### config.mk
export PLATFORM = sky130hd
export DESIGN_NAME = qif_neuron_array
export DESIGN_NICKNAME = d
export VERILOG_FILES = /design/src/rtl/qif_neuron_array.sv
export SDC_FILE = /design/constraint.sdc
export NUM_CORES = 1
export LEC_CHECK = 0
export CAP_MARGIN = 20
export CORE_UTILIZATION = 61
export CTS_CLUSTER_DIAMETER = 80
export DETAILED_ROUTE_END_ITERATION = 6
export PLACE_DENSITY = 0.82
export SETUP_SLACK_MARGIN = 0.3
export SLEW_MARGIN = 30
export SYNTH_ARGS = -nofsm -noshare
export SYNTH_HDL_FRONTEND = slang
export SYNTH_SLANG_ARGS = --single-unit
### constraint.sdc
create_clock -name clk -period 15.5 [get_ports clk]
set_input_delay 3.875 -clock clk [delete_from_list [all_inputs] [get_ports clk]]
set_output_delay 3.875 -clock clk [all_outputs]
set_load 0.01 [all_outputs]
### src/rtl/qif_neuron_array.sv
// Array of independent quadratic integrate-and-fire neurons with refractory
// hold and saturating per-channel spike counters.
module qif_neuron_array #(
    parameter int        N      = 4,
    parameter int        W      = 8,
    parameter int        FRAC   = 4,
    parameter int signed VPEAK  = 50,
    parameter int signed VRESET = -20,
    parameter int        REFRAC = 3,
    parameter int        CNTW   = 8
) (
    input  logic              clk,
    input  logic              rst_n,
    input  logic              en,
    input  logic              clr_cnt,
    input  logic [N*W-1:0]    i_in,
    output logic [N*W-1:0]    v_out,
    output logic [N-1:0]      spike_out,
    output logic [N*CNTW-1:0] spike_cnt
);

    localparam int RW = (REFRAC > 0) ? $clog2(REFRAC + 1) : 1;
    localparam int S  = 2 * W + 2;

    localparam logic signed [W-1:0] VPEAK_V  = W'(VPEAK);
    localparam logic signed [W-1:0] VRESET_V = W'(VRESET);
    localparam logic [RW-1:0]       REFRAC_V = RW'(REFRAC);

    generate
        for (genvar gi = 0; gi < N; gi++) begin : g_ch
            logic signed [W-1:0]   v_q, v_d;
            logic [RW-1:0]         ref_q, ref_d;
            logic [CNTW-1:0]       cnt_q, cnt_d;
            logic                  spike_q, spike_d;

            logic signed [W-1:0]   i_c;
            logic signed [2*W-1:0] v_wide;
            logic [2*W-1:0]        sq;
            logic [2*W-1:0]        sq_sh;
            logic signed [S-1:0]   sum;
            logic signed [W-1:0]   v_int;
            logic                  fire;

            assign i_c    = i_in[gi*W +: W];
            assign v_wide = {{W{v_q[W-1]}}, v_q};
            // The square of a sign-extended value is non-negative, so the low 2W bits are exact.
            assign sq     = v_wide * v_wide;
            assign sq_sh  = sq >> FRAC;
            assign sum    = {{(S-W){v_q[W-1]}}, v_q} + {2'b00, sq_sh}
                          + {{(S-W){i_c[W-1]}}, i_c};
            assign fire   = (v_q >= VPEAK_V);

            // The sum fits in W bits only when every bit above the W-bit sign bit matches it.
            always_comb begin
                if (sum[S-1:W-1] == {(S-W+1){sum[S-1]}}) begin
                    v_int = sum[W-1:0];
                end else if (sum[S-1]) begin
                    v_int = {1'b1, {(W-1){1'b0}}};
                end else begin
                    v_int = {1'b0, {(W-1){1'b1}}};
                end
            end

            always_comb begin
                v_d     = v_q;
                ref_d   = ref_q;
                cnt_d   = cnt_q;
                spike_d = 1'b0;
                if (en) begin
                    if (fire) begin
                        v_d     = VRESET_V;
                        ref_d   = REFRAC_V;
                        spike_d = 1'b1;
                    end else if (ref_q != '0) begin
                        v_d   = VRESET_V;
                        ref_d = ref_q - 1'b1;
                    end else begin
                        v_d = v_int;
                    end
                end
                // A spike in the same cycle as a clear counts as the first event afterwards.
                if (en && fire) begin
                    if (clr_cnt) begin
                        cnt_d = CNTW'(1);
                    end else if (!(&cnt_q)) begin
                        cnt_d = cnt_q + 1'b1;
                    end
                end else if (clr_cnt) begin
                    cnt_d = '0;
                end
            end

            always_ff @(posedge clk or posedge rst_n) begin
                if (rst_n) begin
                    v_q     <= VRESET_V;
                    ref_q   <= '0;
                    cnt_q   <= '0;
                    spike_q <= 1'b0;
                end else begin
                    v_q     <= v_d;
                    ref_q   <= ref_d;
                    cnt_q   <= cnt_d;
                    spike_q <= spike_d;
                end
            end

            assign v_out[gi*W +: W]          = v_q;
            assign spike_out[gi]             = spike_q;
            assign spike_cnt[gi*CNTW +: CNTW] = cnt_q;
        end
    endgenerate

endmodule

# == Word-level counts from Yosys, hierarchy flattened ==
# Index checks and enable logic that the tools add are counted.
# word_totals
ff_bits,76
input_bits,36
output_inout_bits,68
elab_cells,121
# classes
n_addsub,16
mul,4
magnitude_cmp,4
eq_ne,8
mux,45
reduce_logical,28
# op_table
operator,n
8-bit 2-to-1 mux,29
8-bit by 8-bit multiplier with 16-bit output,4
14-bit by 8-bit adder with 15-bit output,4
8-bit by 13-bit adder with 14-bit output,4
10-bit equality test,4
"8-bit by 1-bit adder with 8-bit output, second input constant",4
"8-bit by 7-bit greater-or-equal comparator with 1-bit output, second input constant",4
8-bit AND reduction,4
2-bit nonzero test,12
2-bit 2-to-1 mux,8
2-bit AND reduction,8
1-bit 2-to-1 mux,8
"2-bit != test, second input constant",4
"2-bit by 1-bit subtractor with 2-bit output, second input constant",4
1-bit logical AND,4

# == Depth between registers and ports, before layout ==
# logic_depth
depth_word,7
ltp_mapped,33
depth_no_buf,32

# == Least setup slack after synthesis ==
# Ideal clock, no wire load.
# synth_timing
kind,register to register
start,register g_ch[2].v_q[7]
end,register g_ch[2].v_q[4]
setup_time_ns,0.087
t_arrival_ns,7.437
required_ns,15.413
path_slack_ns,7.976
path_stages_with_launch,31
synth_period_minus_slack_ns,7.524
cell_sequence,dfstp_2 clkinv_1 nor2_1 fa_1 fa_1 fa_1 inv_1 fa_1 inv_1 ha_1 inv_1 o21bai_1 a21oi_1 o21bai_1 a21oi_1 o21ai_0 a21oi_1 xor2_1 fa_1 inv_1 ha_1 buf_2 a21o_1 a21oi_1 o21ai_0 or4_4 a211oi_2 a2111oi_2 nor4_4 o211ai_1 o211ai_1
# synth_via
elab_chain_len,7
# synth_lines
element,line_no,source
start: declaration,31,"logic signed [W-1:0] v_q, v_d;"
start signal: assignment,100,v_q <= v_d;
8-bit by 8-bit multiplier with 16-bit output,47,assign sq = v_wide * v_wide;
8-bit by 13-bit adder with 14-bit output,49,"assign sum = {{(S-W){v_q[W-1]}}, v_q} + {2'b00, sq_sh}"
14-bit by 8-bit adder with 15-bit output,50,"+ {{(S-W){i_c[W-1]}}, i_c};"
10-bit equality test or 8-bit 2-to-1 mux (tied branches),"55, 57",
8-bit 2-to-1 mux,55,if (sum[S-1:W-1] == {(S-W+1){sum[S-1]}}) begin
8-bit 2-to-1 mux,74,end else if (ref_q != '0) begin
8-bit 2-to-1 mux *,70,if (fire) begin
# Mark *: on every way between the ends. The rest lies on a longest branch, timed or not.
# A chain may end at the register's enable or synchronous reset.

# == Worst setup path after layout ==
# Same ends and word-level chain as after synthesis.

==> impl_results.md <==
- Status: complete, no violations
- Core area: 25200 um^2
- Max Fclk: 119 MHz
- Commonest cells in the netlist: 404 x inv_1, 226 x fa_1, 180 x ha_1
- Count leader, synth: inv_1
- Crit-path max cell delay: 0.70 ns
- DR vias/cell: 5.62
- Die X: 162 um
- Layout net count: 2304
- Wire length on met1: 14900 um
- #FFs+latches synth: 76
- Clk Latency, worst-skew pair: 0.35 ns
- Last weighted congestion value of the routability-driven placer: 0.889
- Worst EP required: 15.77 ns
- RSZ-0062 raised after global routing: no
- Area contributors post-synth: fa_1 29%, ha_1 14%, inv_1 9.7%, dfrtp_1 8.9%, xnor2_1 5.1%
- Crit Path Class: reg -> reg
- Syn_nets: 2227
- Synthesized cell area: 15700 um^2
- Compound-Gate Fraction of Synth Area: 0.130
- Via count: 12300
- Initial core utilization: 0.623
- Post-synth cell types: 73
- Fin crit share: 0.542
- Initial antenna violation count: 0
- I/O pin cnt: 104
- Chip height: 162 um
- Clock tree buffer depth: 2
- Syn_area_per_cell: 8.79 um^2
- Area grow syn2layout: 10.1%
- Post-synthesis sequential area ratio: 0.123
- CP endpoint kind: flop
- Final setup viols: 0
- Final min period: 8.39 ns
- Detailed Place HPWL: 27900 um
- Ratio of cells with drive above 1 in the final layout: 0.0391
- Setup TNS: 0 ns
- Largest family of logic cells by synthesized area: adder cells
- Hold Path Class: reg -> reg
- Slew @ Worst Pin: 0.873 ns
- DRC: 0
- First-pass GRT wire length: 59900 um
- CTS-repair resized insts: 0
- Post-CTS setup buffers: 0
- Hold path start: g_ch[2].ref_q[0]
- Slew HR: 0.412
- CP startpoint: g_ch[2].v_q[7]
- CP max FO: 16
- Slew Limit Fails: 0
- Total gr overflow: 0
- Fin. Hold Viols: 0
- WL/cell: 15.6 um
- Root buffer cell: clkbuf_16
- Clk pin slew, worst setup/hold paths: 0.07 ns
- Clk sinks: 76
- Final WL: 34400 um
- XOR/XNOR share of the synthesized area: 0.0759
- Area share of and/or/nand/nor cells after synthesis: 0.121
- Top-area cell type share of the netlist area: 0.288
- Total Routing Usage GR: 0.281
- N_diodes: 0
- Number of max-cap violations: 0
- Pin count of the biggest net entering global routing: 71
- H-tree Lvls: 3
- DR WL met3: 1300 um
- Cell count after synthesis: 1785
- Area leader, netlist: fa_1
- Placement row count: 58
- Fraction of synthesized area in multiplexers: 0.00941
- Die ar.: 26400 um^2
- Yosys warning count: 0
- Post-Synth Adder-Cell Area: 0.432
- Asr flop ratio synth: 1.00
- Vias in the first global route: 12900
- Port-buffer cells: 103
- Clock skew: 0.00574 ns
- Hold-fix buffers, CTS: 0
- Post-synth EDFFs: 0
- CP arrival: 8.66 ns
- Pre-antenna DRT Iters: 5
- Reg-to-reg startpoint: g_ch[2].v_q[7]
- Crit-path slowest cell: dfstp_2
- Total CTS buffers: 9
- Routed wl met2: 17500 um
- Drt initial violations: 840
- CP startpoint kind: flop
- ANT nets after route: 0
- Max layer used: met4
- Ys flop type: dfrtp_1
- CTS tree: built
==> worst max-delay path: cells and delay by family, from the launching register on <==
| family | cells | cell delay [ns] |
|---|---|---|
| flip-flops | 1 | 0.70 |
| AO/OA/AOI/OAI | 11 | 2.10 |
| multiplexers | 1 | 0.15 |
| AND/OR/NAND/NOR | 5 | 1.34 |
| buffers and inverters | 5 | 0.82 |
| adder cells (fa/ha/maj) | 7 | 2.93 |
| XOR/XNOR | 2 | 0.23 |
==> cell usage in the layout (no fill, tap or decap), types with 8 or more instances in the layout <==
cell	n
a211oi_1	10
a21o_1	19
a21oi_1	89
a221oi_1	8
a41o_1	8
and2_1	15
and3_1	13
clkbuf_16	9
clkdlybuf4s50_1	103
dfrtp_1	56
dfstp_2	20
fa_1	226
ha_1	180
inv_1	403
mux2i_1	8
nand2_1	95
nand3_1	34
nor2_1	166
nor2b_1	14
nor3_1	19
o211ai_1	13
o21a_1	10
o21ai_0	35
o21bai_1	21
or3_1	12
xnor2_1	91
xor2_1	45
==> kinds of logic after synthesis <==
family / count (synthesis)
buf+inv: 451
simple gates: 409
fa+ha+maj: 406
compound gates: 293
xor+xnor: 136
flops: 76
mux: 14
==> layout make-up <==
type / count / area, um^2
Tap cell: 330 / 413
Multi-Input combinational cell: 1258 / 12000
Fill cell: 1968 / 7910
Clock buffer: 12 / 246
Timing Repair Buffer: 106 / 1060
Sequential cell: 76 / 1930
Clock inverter: 4 / 33.8
Inverter: 411 / 1540
==> per-stage QoR <==
step	instance area (um^2)	setup WS, ns	utilization	instances	hold WS (ns)
final	17300	7.11	0.686	2197	0.468
after global routing	17300	6.58	0.686	2197	0.502
after CTS	17300	7.21	0.686	2197	0.470
after detailed placement	17000	7.24	0.674	2181	0.461
after global placement	17000	7.50	0.674	2181	0.451
after floorplan	15700	7.98	-	1785	0.440
==> layer usage <==
metal,up-vias,global-route usage
met3,55,0.0300
met2,292,0.498
met4,0,0.0858
met5,-,0
li1,5867,-
met1,6135,0.361
==> state kept, by name, indices dropped and copies added (netlist names) <==
name,cells
g_ch.cnt_q,32
g_ch.ref_q,8
g_ch.spike_q,4
g_ch.v_q,32
==> path summary, 6_finish.rpt <==
path | slack [ns] | to | cells past startpoint
setup / recovery | 7.11 | g_ch[2].v_q[4] | 31
min in group asynchronous | 3.71 | g_ch[2].cnt_q[1] | 2
max in group asynchronous | 10.91 | g_ch[3].spike_q | 3
hold reg to reg | 0.47 | g_ch[2].ref_q[0] | 1
setup reg to reg | 7.11 | g_ch[2].v_q[4] | 31
hold / removal | 0.47 | g_ch[2].ref_q[0] | 1
Power is not shown: default switching activity piles up to over one toggle a cycle in this logic, so the estimate is an artifact.
